**config.mk**
```make
export PLATFORM = sky130hd
export DESIGN_NAME = sprite_draw_scheduler_flat
export DESIGN_NICKNAME = d
export VERILOG_FILES = /design/src/rtl/sprite_draw_scheduler_pkg.sv /design/src/rtl/sprite_draw_scheduler_if.sv /design/src/rtl/sprite_draw_scheduler_rr_arbiter.sv /design/src/rtl/sprite_draw_scheduler.sv /design/src/flat_wrapper.sv
export SDC_FILE = /design/constraint.sdc
export NUM_CORES = 1
export LEC_CHECK = 0
export CAP_MARGIN = 20
export CORE_MARGIN = 1.5
export CORE_UTILIZATION = 50
export CTS_BUF_LIST = sky130_fd_sc_hd__clkbuf_8
export DETAILED_ROUTE_END_ITERATION = 10
export PLACE_DENSITY = 0.89
export RECOVER_POWER = 100
export SYNTH_ARGS = -nofsm -noshare
export SYNTH_HDL_FRONTEND = slang
export SYNTH_SLANG_ARGS = --single-unit
```
**constraint.sdc**
```tcl
create_clock -name clk -period 5.8 [get_ports clk]
set_input_delay 1.16 -clock clk [delete_from_list [all_inputs] [get_ports clk]]
set_output_delay 1.16 -clock clk [all_outputs]
set_load 0.1 [all_outputs]
```
**src/rtl/sprite_draw_scheduler_pkg.sv**
```systemverilog
// Shared graphics constants for the frogger display path: screen geometry,
// colour encoding and the sprite scheduler FSM states.
package frogger_gfx_pkg;

  localparam int SCREEN_X = 160;
  localparam int SCREEN_Y = 120;
  localparam int SCR_X_W  = 8;
  localparam int SCR_Y_W  = 7;
  localparam int COLOR_W  = 3;

  localparam logic [COLOR_W-1:0] TRANSPARENT = 3'b101;

  typedef enum logic [1:0] {
    IDLE  = 2'd0,
    SCAN  = 2'd1,
    FLUSH = 2'd2,
    ACK   = 2'd3
  } state_t;

endpackage

```
**src/rtl/sprite_draw_scheduler_if.sv**
```systemverilog
// Requester / sprite-ROM / VGA-port bundle of the sprite draw scheduler.
interface sprite_draw_scheduler_if #(
  parameter int NUM_REQ  = 4,
  parameter int WIDTH_SX = 4,
  parameter int WIDTH_SY = 3
) ();
  import frogger_gfx_pkg::*;

  // Handshake: a requester holds req[i] high as a level; the scheduler samples
  // req only while idle, and answers with a one-cycle ack[i] once the whole
  // sprite has been written. color_in must be the ROM word for the sx/sy that
  // were presented one cycle earlier. vga_plot is a single-cycle write strobe.
  logic [NUM_REQ-1:0]         req;
  logic [8*NUM_REQ-1:0]       org_x;
  logic [7*NUM_REQ-1:0]       org_y;
  logic [NUM_REQ-1:0]         ack;
  logic                       busy;
  logic [2:0]                 sel;
  logic [WIDTH_SX-1:0]        sx;
  logic [WIDTH_SY-1:0]        sy;
  logic [COLOR_W-1:0]         color_in;
  logic [SCR_X_W-1:0]         vga_x;
  logic [SCR_Y_W-1:0]         vga_y;
  logic [COLOR_W-1:0]         vga_color;
  logic                       vga_plot;
  state_t                     dbg_state;

  modport master (
    output req, org_x, org_y, color_in,
    input  ack, busy, sel, sx, sy, vga_x, vga_y, vga_color, vga_plot, dbg_state
  );

  modport slave (
    input  req, org_x, org_y, color_in,
    output ack, busy, sel, sx, sy, vga_x, vga_y, vga_color, vga_plot, dbg_state
  );

endinterface

```
**src/rtl/sprite_draw_scheduler_rr_arbiter.sv**
```systemverilog
// Combinational round-robin pick: first asserted request at or after i_ptr,
// wrapping modulo NUM_REQ.
module rr_arbiter #(
  parameter int NUM_REQ = 4
) (
  input  logic [NUM_REQ-1:0] i_req,
  input  logic [2:0]         i_ptr,
  output logic [2:0]         o_grant_idx,
  output logic               o_grant_valid
);

  logic [2:0] w_idx;

  // Walk from the farthest candidate back to i_ptr so the closest one wins.
  always_comb begin
    o_grant_idx   = '0;
    o_grant_valid = 1'b0;
    w_idx         = '0;
    for (int k = NUM_REQ - 1; k >= 0; k--) begin
      w_idx = 3'((int'(i_ptr) + k) % NUM_REQ);
      if (i_req[w_idx]) begin
        o_grant_idx   = w_idx;
        o_grant_valid = 1'b1;
      end
    end
  end

endmodule

```
**src/rtl/sprite_draw_scheduler.sv**
```systemverilog
// Shares one sprite-ROM read path and one VGA write port among NUM_REQ
// requesters: scans a sprite, clips/filters each pixel, then acks the owner.
module sprite_draw_scheduler #(
  parameter int          NUM_REQ     = 4,
  parameter int          SPRITE_W    = 10,
  parameter int          SPRITE_H    = 6,
  parameter int          WIDTH_SX    = 4,
  parameter int          WIDTH_SY    = 3,
  parameter int          SCREEN_X    = frogger_gfx_pkg::SCREEN_X,
  parameter int          SCREEN_Y    = frogger_gfx_pkg::SCREEN_Y,
  parameter logic [2:0]  TRANSPARENT = frogger_gfx_pkg::TRANSPARENT
) (
  input  logic                   clk,
  input  logic                   reset,
  sprite_draw_scheduler_if.slave bus
);
  import frogger_gfx_pkg::*;

  state_t              r_state, w_next;
  logic [2:0]          r_sel, r_ptr;
  logic [7:0]          r_org_x;
  logic [6:0]          r_org_y;
  logic [WIDTH_SX-1:0] r_sx;
  logic [WIDTH_SY-1:0] r_sy;

  logic                r_stg_valid;
  logic [WIDTH_SX-1:0] r_stg_sx;
  logic [WIDTH_SY-1:0] r_stg_sy;
  logic [7:0]          r_stg_ox;
  logic [6:0]          r_stg_oy;

  logic [2:0]          w_grant_idx;
  logic                w_grant_valid;
  logic                w_do_grant, w_scan, w_in_ack;
  logic                w_sx_wrap, w_last_addr;
  logic [8:0]          w_sum_x;
  logic [7:0]          w_sum_y;

  rr_arbiter #(.NUM_REQ(NUM_REQ)) u_arb (
    .i_req        (bus.req),
    .i_ptr        (r_ptr),
    .o_grant_idx  (w_grant_idx),
    .o_grant_valid(w_grant_valid)
  );

  assign w_sx_wrap   = (r_sx == WIDTH_SX'(SPRITE_W - 1));
  assign w_last_addr = w_sx_wrap && (r_sy == WIDTH_SY'(SPRITE_H - 1));

  always_ff @(posedge clk) begin
    if (reset) r_state <= IDLE;
    else       r_state <= w_next;
  end

  always_comb begin
    w_next     = r_state;
    w_do_grant = 1'b0;
    w_scan     = 1'b0;
    w_in_ack   = 1'b0;
    case (r_state)
      IDLE: begin
        if (w_grant_valid && !reset) begin
          w_do_grant = 1'b1;
          w_next     = SCAN;
        end
      end
      SCAN: begin
        w_scan = 1'b1;
        if (w_last_addr) w_next = FLUSH;
      end
      FLUSH:   w_next = ACK;
      ACK: begin
        w_in_ack = 1'b1;
        w_next   = IDLE;
      end
      default: w_next = IDLE;
    endcase
  end

  always_ff @(posedge clk) begin
    if (reset) begin
      r_sel       <= '0;
      r_ptr       <= '0;
      r_org_x     <= '0;
      r_org_y     <= '0;
      r_sx        <= '0;
      r_sy        <= '0;
      r_stg_valid <= 1'b0;
      r_stg_sx    <= '0;
      r_stg_sy    <= '0;
      r_stg_ox    <= '0;
      r_stg_oy    <= '0;
    end else begin
      if (w_do_grant) begin
        r_sel   <= w_grant_idx;
        r_org_x <= bus.org_x[int'(w_grant_idx)*8 +: 8];
        r_org_y <= bus.org_y[int'(w_grant_idx)*7 +: 7];
        r_sx    <= '0;
        r_sy    <= '0;
      end else if (w_scan) begin
        if (w_sx_wrap) begin
          r_sx <= '0;
          r_sy <= w_last_addr ? '0 : r_sy + 1'b1;
        end else begin
          r_sx <= r_sx + 1'b1;
        end
      end
      if (w_in_ack) r_ptr <= (r_sel == 3'(NUM_REQ - 1)) ? 3'd0 : r_sel + 3'd1;
      // Stage is aligned with color_in, which answers last cycle's address.
      r_stg_valid <= w_scan;
      r_stg_sx    <= r_sx;
      r_stg_sy    <= r_sy;
      r_stg_ox    <= r_org_x;
      r_stg_oy    <= r_org_y;
    end
  end

  // Sums keep one extra bit so sprites hanging off the right/bottom clip
  // instead of wrapping back onto the screen.
  assign w_sum_x = {1'b0, r_stg_ox} + 9'(r_stg_sx);
  assign w_sum_y = {1'b0, r_stg_oy} + 8'(r_stg_sy);

  assign bus.vga_x     = w_sum_x[7:0];
  assign bus.vga_y     = w_sum_y[6:0];
  assign bus.vga_color = r_stg_valid ? bus.color_in : '0;
  assign bus.vga_plot  = r_stg_valid && (w_sum_x < 9'(SCREEN_X)) &&
                         (w_sum_y < 8'(SCREEN_Y)) && (bus.color_in != TRANSPARENT);

  assign bus.ack       = w_in_ack ? (NUM_REQ'(1) << r_sel) : '0;
  assign bus.busy      = (r_state == SCAN) || (r_state == FLUSH) || w_do_grant;
  assign bus.sel       = r_sel;
  assign bus.sx        = r_sx;
  assign bus.sy        = r_sy;
  assign bus.dbg_state = r_state;

endmodule
```
**src/flat_wrapper.sv**
```systemverilog
// flat-port wrapper written by rule: the top's interface ports become plain ports
module sprite_draw_scheduler_flat import frogger_gfx_pkg::*;
#(
  parameter int          NUM_REQ     = 4,
  parameter int          SPRITE_W    = 10,
  parameter int          SPRITE_H    = 6,
  parameter int          WIDTH_SX    = 4,
  parameter int          WIDTH_SY    = 3,
  parameter int          SCREEN_X    = frogger_gfx_pkg::SCREEN_X,
  parameter int          SCREEN_Y    = frogger_gfx_pkg::SCREEN_Y,
  parameter logic [2:0]  TRANSPARENT = frogger_gfx_pkg::TRANSPARENT
)
  (clk, reset, bus_req, bus_org_x, bus_org_y, bus_color_in, bus_ack, bus_busy, bus_sel, bus_sx, bus_sy, bus_vga_x, bus_vga_y, bus_vga_color, bus_vga_plot, bus_dbg_state);
  sprite_draw_scheduler_if #(.NUM_REQ(NUM_REQ), .WIDTH_SX(WIDTH_SX), .WIDTH_SY(WIDTH_SY)) bus_i ();
  input  logic clk;
  input  logic reset;
  input wire logic [$bits(bus_i.req)-1:0] bus_req;
  input wire logic [$bits(bus_i.org_x)-1:0] bus_org_x;
  input wire logic [$bits(bus_i.org_y)-1:0] bus_org_y;
  input wire logic [$bits(bus_i.color_in)-1:0] bus_color_in;
  output wire logic [$bits(bus_i.ack)-1:0] bus_ack;
  output wire logic [$bits(bus_i.busy)-1:0] bus_busy;
  output wire logic [$bits(bus_i.sel)-1:0] bus_sel;
  output wire logic [$bits(bus_i.sx)-1:0] bus_sx;
  output wire logic [$bits(bus_i.sy)-1:0] bus_sy;
  output wire logic [$bits(bus_i.vga_x)-1:0] bus_vga_x;
  output wire logic [$bits(bus_i.vga_y)-1:0] bus_vga_y;
  output wire logic [$bits(bus_i.vga_color)-1:0] bus_vga_color;
  output wire logic [$bits(bus_i.vga_plot)-1:0] bus_vga_plot;
  output wire logic [$bits(bus_i.dbg_state)-1:0] bus_dbg_state;
  assign bus_i.req = bus_req;
  assign bus_i.org_x = bus_org_x;
  assign bus_i.org_y = bus_org_y;
  assign bus_i.color_in = bus_color_in;
  assign bus_ack = bus_i.ack;
  assign bus_busy = bus_i.busy;
  assign bus_sel = bus_i.sel;
  assign bus_sx = bus_i.sx;
  assign bus_sy = bus_i.sy;
  assign bus_vga_x = bus_i.vga_x;
  assign bus_vga_y = bus_i.vga_y;
  assign bus_vga_color = bus_i.vga_color;
  assign bus_vga_plot = bus_i.vga_plot;
  assign bus_dbg_state = bus_i.dbg_state;
  sprite_draw_scheduler #(.NUM_REQ(NUM_REQ), .SPRITE_W(SPRITE_W), .SPRITE_H(SPRITE_H), .WIDTH_SX(WIDTH_SX), .WIDTH_SY(WIDTH_SY), .SCREEN_X(SCREEN_X), .SCREEN_Y(SCREEN_Y), .TRANSPARENT(TRANSPARENT)) u_core (.clk(clk), .reset(reset), .bus(bus_i));
endmodule
```
Word level (Yosys, flattened, before mapping):

Index checks and enable logic that the tools add are counted.

* reduce and logical (&&, ||, !) cells: 15
* eq/ne operators: 9
* shift-type cells: 3
* bitwise gates (word level): 3
* magnitude comparators: 6
* $mul: 1
* add/subtract/negate cells: 8
* muxes and demuxes: 28

Operators by type and width (count)
* indexed part select 28 x 32 -> 7 bit: 1
* indexed part select 32 x 7 -> 8 bit: 1
* 2-to-1 mux 3 bit: 6
* 2-to-1 mux 1 bit: 12
* adder 8 x 4 -> 9 bit: 1
* less-than comparator 3 bit (second input constant): 3
* less-than comparator 9 x 8 -> 1 bit (second input constant): 1
* adder 7 x 3 -> 8 bit: 1
* binary-select mux 1 bit (select 2 bit): 4
* less-than comparator 8 x 7 -> 1 bit (second input constant): 1
* 2-to-1 mux 4 bit: 2
* one-hot mux 2 bit (4 select lines): 1
* OR reduction 2 bit: 4
* multiplier 3 x 3 -> 6 bit (second input constant): 1
* 2-to-1 mux 2 bit: 3
* logical AND 1 bit: 5
* adder 2 x 1 -> 2 bit (second input constant): 2
* adder 2 bit (second input constant): 2
* adder 4 x 1 -> 4 bit (second input constant): 1
* equality test 2 bit (second input constant): 2
* equality test 4 bit (second input constant): 1
* inequality test 2 x 1 -> 1 bit (second input constant): 2
* AND reduction 2 bit: 2
* left shift 1 x 3 -> 4 bit (first input constant): 1
* other kinds (10): 13

* input bits: 69
* output and inout port bits: 36
* register bits: 52

Logic depth before layout (Yosys ltp):

* depth after elaboration: 13
* gate-level depth with buffers: 9
* depth with buffers taken out: 8

Modules after synthesis:

Synthesis repeated with hierarchy kept, for this count alone.

* cell total of the unflattened synthesis: 303
* area total of the unflattened synthesis: 2904.0 µm²

By module, submodules not included
* sprite_draw_scheduler: area each 2815.2 µm², cells each 288, instances 1
* rr_arbiter: area each 88.8 µm², cells each 15, instances 1

Least setup slack after synthesis:

Ideal clock, no wire load.

* path type: reg-to-output
* from: reg u_core.r_stg_ox[0]
* to: out bus_vga_plot
* arrival: 7183 ps
* slack: -2543 ps
* stages on the path, launching flop included: 8
* path buffers: 0
* cells stage by stage: dfxtp_1 > ha_1 > fa_1 > a21o_1 > a32oi_1 > xnor2_1 > or2_2 > a2111oi_0

* cells in the longest elaborated chain, start to end: 5

RTL lines
* from (decl): line sprite_draw_scheduler.sv:29 `logic [7:0] r_stg_ox;`
* from (signal assigned): line sprite_draw_scheduler.sv:112 `r_stg_ox <= r_org_x;`
* adder 8 x 4 -> 9 bit: line sprite_draw_scheduler.sv:119 `assign w_sum_x = {1'b0, r_stg_ox} + 9'(r_stg_sx);`
* net bus_vga_x[6]: line flat_wrapper.sv:26 `output wire logic [$bits(bus_i.vga_x)-1:0] bus_vga_x;`
* less-than comparator 9 x 8 -> 1 bit: line sprite_draw_scheduler.sv:125 `assign bus.vga_plot = r_stg_valid && (w_sum_x < 9'(SCREEN_X)) &&`
* logical AND 1 bit (2 in a row): line sprite_draw_scheduler.sv:125
* logical AND 1 bit: line sprite_draw_scheduler.sv:126 `(w_sum_y < 8'(SCREEN_Y)) && (bus.color_in != TRANSPARENT);`
* to (decl): line flat_wrapper.sv:29 `output wire logic [$bits(bus_i.vga_plot)-1:0] bus_vga_plot;`

The timed path passes the listed nets, and every way through them passes these cells.

Worst setup path in the final report:

* from: in reset
* to: out bus_busy

* cells in the longest elaborated chain, start to end: 5

RTL lines
* from (decl): line flat_wrapper.sv:16 `input logic reset;`
* zero test 1 bit: line sprite_draw_scheduler.sv:61 `if (w_grant_valid && !reset) begin`
* logical AND 1 bit: line sprite_draw_scheduler.sv:61
* 2-to-1 mux 1 bit: line sprite_draw_scheduler.sv:61
* 2-to-1 mux 1 bit: line sprite_draw_scheduler.sv:59 `case (r_state)`
* logical OR 1 bit: line sprite_draw_scheduler.sv:129 `assign bus.busy = (r_state == SCAN) || (r_state == FLUSH) || w_do_grant;`
* to (decl): line flat_wrapper.sv:22 `output wire logic [$bits(bus_i.busy)-1:0] bus_busy;`

Every way passes these cells.

==> results by group <==
Drt
  – DR vias: 2575
  – Routed wire length per instance: 13.8 um
  – Via density: 5.30
  – DR pass1 iterations: 4
  – Routed WL: 6.70 mm
  – DRC errors left: 0
  – DRT iter0 DRCs: 94
  – ANT nets after route: 0

STA
  – Clk_skew: 0.00430 ns
  – Max_slew headroom: 0.00356
  – Post-route setup TNS: 0 ns
  – Fin crit share: 0.851
  – F_max: between 200 and 250 MHz
  – Final Max Tran Viols: 0
  – Slew @ Worst Pin: 1.49 ns
  – Final worst slack: approximately 0.87 ns
  – Fin. Hold Viols: 0
  – RSZ-0062 raised after global routing: no
  – Fin crit period: roughly 4.9 ns
  – Final setup fails: 0

Floorplanning
  – DIE HEIGHT: 78.6 um
  – Initial core utilization: 0.518
  – # IOs: approximately 110
  – Die area: 6170 um2
  – Core footprint: 5510 um2
  – Die X: 78.6 um
  – Placement row count: 27

Status
  – Status: finished, violations left
  – Failing checks: max-capacitance violations

CTS
  – Clock sink count: 51
  – # hold bufs at CTS: 0
  – CTS root buf: clkbuf_8
  – H-tree depth: 2
  – CTS tree: built
  – Clk Latency, worst-skew pair: about 0.30 ns
  – Postcts setup bufs: 0
  – CTS max path bufs: 2
  – Worst-path clk slew: about 0.09 ns
  – Total CTS buffers: 5
  – Resized Gates After CTS: 0

Global routing
  – Vias in the first global route: 2491
  – First-pass GRT wire length: 11.2 mm
  – Largest net degree at the start of global routing: 32
  – Grt total ovfl: 0
  – Initial antenna violation count: 0
  – All-Layer GR Usage: 0.226

Worst setup path
  – CP Class: in2out
  – Buf/Inv on CP: 3
  – CP top delay family: buffers and inverters
  – CP Capture Type: output port
  – Critical-path maximum fanout: 31
  – Crit start category: input pin
  – CP max stage delay: 0.91 ns
  – Critical Path RT: 4.64 ns
  – CP cell instances: dlygate4sd3_1 > clkbuf_1 > or2_0 > nand2b_1 > buf_4
  – Worst path slowest cell: clkbuf_1
  – Worst Path Arrival: 3.77 ns

Synthesis
  – Cells after synthesis: 320
  – Syn_area_per_cell: between 8 and 9 um2
  – Syn nets: 408
  – Post-synth EDFFs: 0
  – Top cells by count, synth: 51 x dfxtp_1, 28 x nor2b_1, 19 x nand2_1, 19 x nor2_1, 19 x o21ai_0
  – Seq/Total Area, Yosys: 0.358
  – Top FF cell, synth: dfxtp_1
  – Top-area cell type share of the netlist area: 0.358
  – Ys Warns: 0
  – Cell Area, Synth: 2850 um2
  – Post-synth cell types: 48
  – Seq cells post-synth: 51
  – Count leader, synth: dfxtp_1
  – Synth area leader: dfxtp_1
  – Post-synth ARST share: 0
  – Synth top area cells: dfxtp_1 36%, ha_1 7.5%, mux2i_1 6.3%, nor2b_1 6.1%, o211ai_1 3.9%

Cells and area
  – Filler Cells Inserted: 423
  – Storage cell area: 1020 um2
  – Fraction of layout cells with a size suffix above 1: 0.0459
  – N_diodes: 0
  – Multi-input gate area: approximately 1800 um2
  – Area Growth Syn to Fin: 40.8%
  – Layout Nets: between 500 and 600

Power and ir drop
  – LEAKAGE: 1.73 nW
  – Cell area power density: ~350 nW/um2
  – VDD IR max: 0.192 mV

Place
  – Post-DP HPWL: 5.32 mm
  – Routability cong.: 0.889
  – Post-place setup slack: around 1.4 ns
  – IO buf count: 103

Min path
  – Hold Path Class: reg2reg

Flow run
  – Max Cap Viol: 1
[routing by layer]
metal / share of wire / up-vias / track usage
li1: - / 1300 / -
met3: 0.047 / 7 / 0.0372
met5: 0 / - / 0
met4: 0.013 / 0 / 0.0750
met2: 0.50 / 83 / 0.408
met1: 0.44 / 1185 / 0.270
[layout by cell type (no fill, tap or decap), drive strengths merged, types with 2 or more instances in the layout]
cell type	count
nand2	19
nand3	5
nor2	19
clkdlybuf4s50	66
inv	9
fa	2
a211oi	3
nor2b	28
nor3b	4
nand2b	4
a21oi	10
dlygate4sd3	35
o211ai	15
a21boi	14
and3	15
xnor2	7
a21o	3
nand4b	2
clkbuf	7
and2b	2
dfxtp	51
mux2	3
ha	17
xor2	5
mux2i	18
or2	2
clkinvlp	2
o21ai	19
and2	10
[state kept, by name (all words and copies together) (netlist names)]
| signal | cells |
|---|---|
| u_core.bus.dbg_state | 2 |
| u_core.bus.sel | 2 |
| u_core.bus.sx | 4 |
| u_core.bus.sy | 3 |
| u_core.r_org_x | 8 |
| u_core.r_org_y | 7 |
| u_core.r_ptr | 2 |
| u_core.r_stg_ox | 8 |
| u_core.r_stg_oy | 7 |
| u_core.r_stg_sx | 4 |
| u_core.r_stg_sy | 3 |
| u_core.r_stg_valid | 1 |
[through the flow]
step | utilization | cell area [um2] | hold WS [ns] | instances | power [mW]
final | 0.730 | 4020 | 0.467 | 486 | 1.40
after global routing | 0.730 | 4020 | 0.486 | 486 | 1.47
after global placement | 0.715 | 3940 | 0.455 | 478 | 1.21
after CTS | 0.731 | 4030 | 0.468 | 486 | 1.42
after detailed placement | 0.715 | 3940 | 0.456 | 478 | 1.22
after floorplan | - | 2900 | 0.439 | 320 | 1.04
[report_power, final]
part           switching, mW  total (mW)  internal (mW)  leakage, nW
registers             0.0436       0.465          0.422        0.417
clock network          0.114       0.198         0.0840       0.0402
logic                  0.508       0.734          0.226         1.27
total                  0.665        1.40          0.732         1.73
[layout make-up]
| cell class | instances | area share |
|---|---|---|
| tap | 72 | 0.0224 |
| clock buffer | 5 | 0.0171 |
| clock inverter | 3 | 0.00498 |
| multi-input combinational | 242 | 0.438 |
| sequential | 51 | 0.254 |
| inverter | 9 | 0.00841 |
| timing repair buffer | 104 | 0.255 |
[path summary, 6_finish.rpt]
check / startpoint / to / slack, ns / depth (start not counted)
worst max-delay path: reset / bus_busy / 0.87 / 5
worst min-delay path: u_core.r_org_x[7] / u_core.r_stg_ox[7] / 0.47 / 1
worst min register to register: u_core.r_org_x[7] / u_core.r_stg_ox[7] / 0.47 / 1
worst max register to register: u_core.r_ptr[0] / u_core.r_org_x[4] / 2.60 / 5
[cell families after synthesis]
family	count (synthesis)	synth area share
other	1	0.00131
muxes	21	0.0763
buffers and inverters	27	0.0412
DFF	51	0.358
xor gates and xnor gates	12	0.0368
and+or+nand+nor	116	0.227
adders and majority gates	19	0.0886
AOI/OAI and AO/OA	73	0.171
No activity file was read; power rests on OpenSTA's default activity.
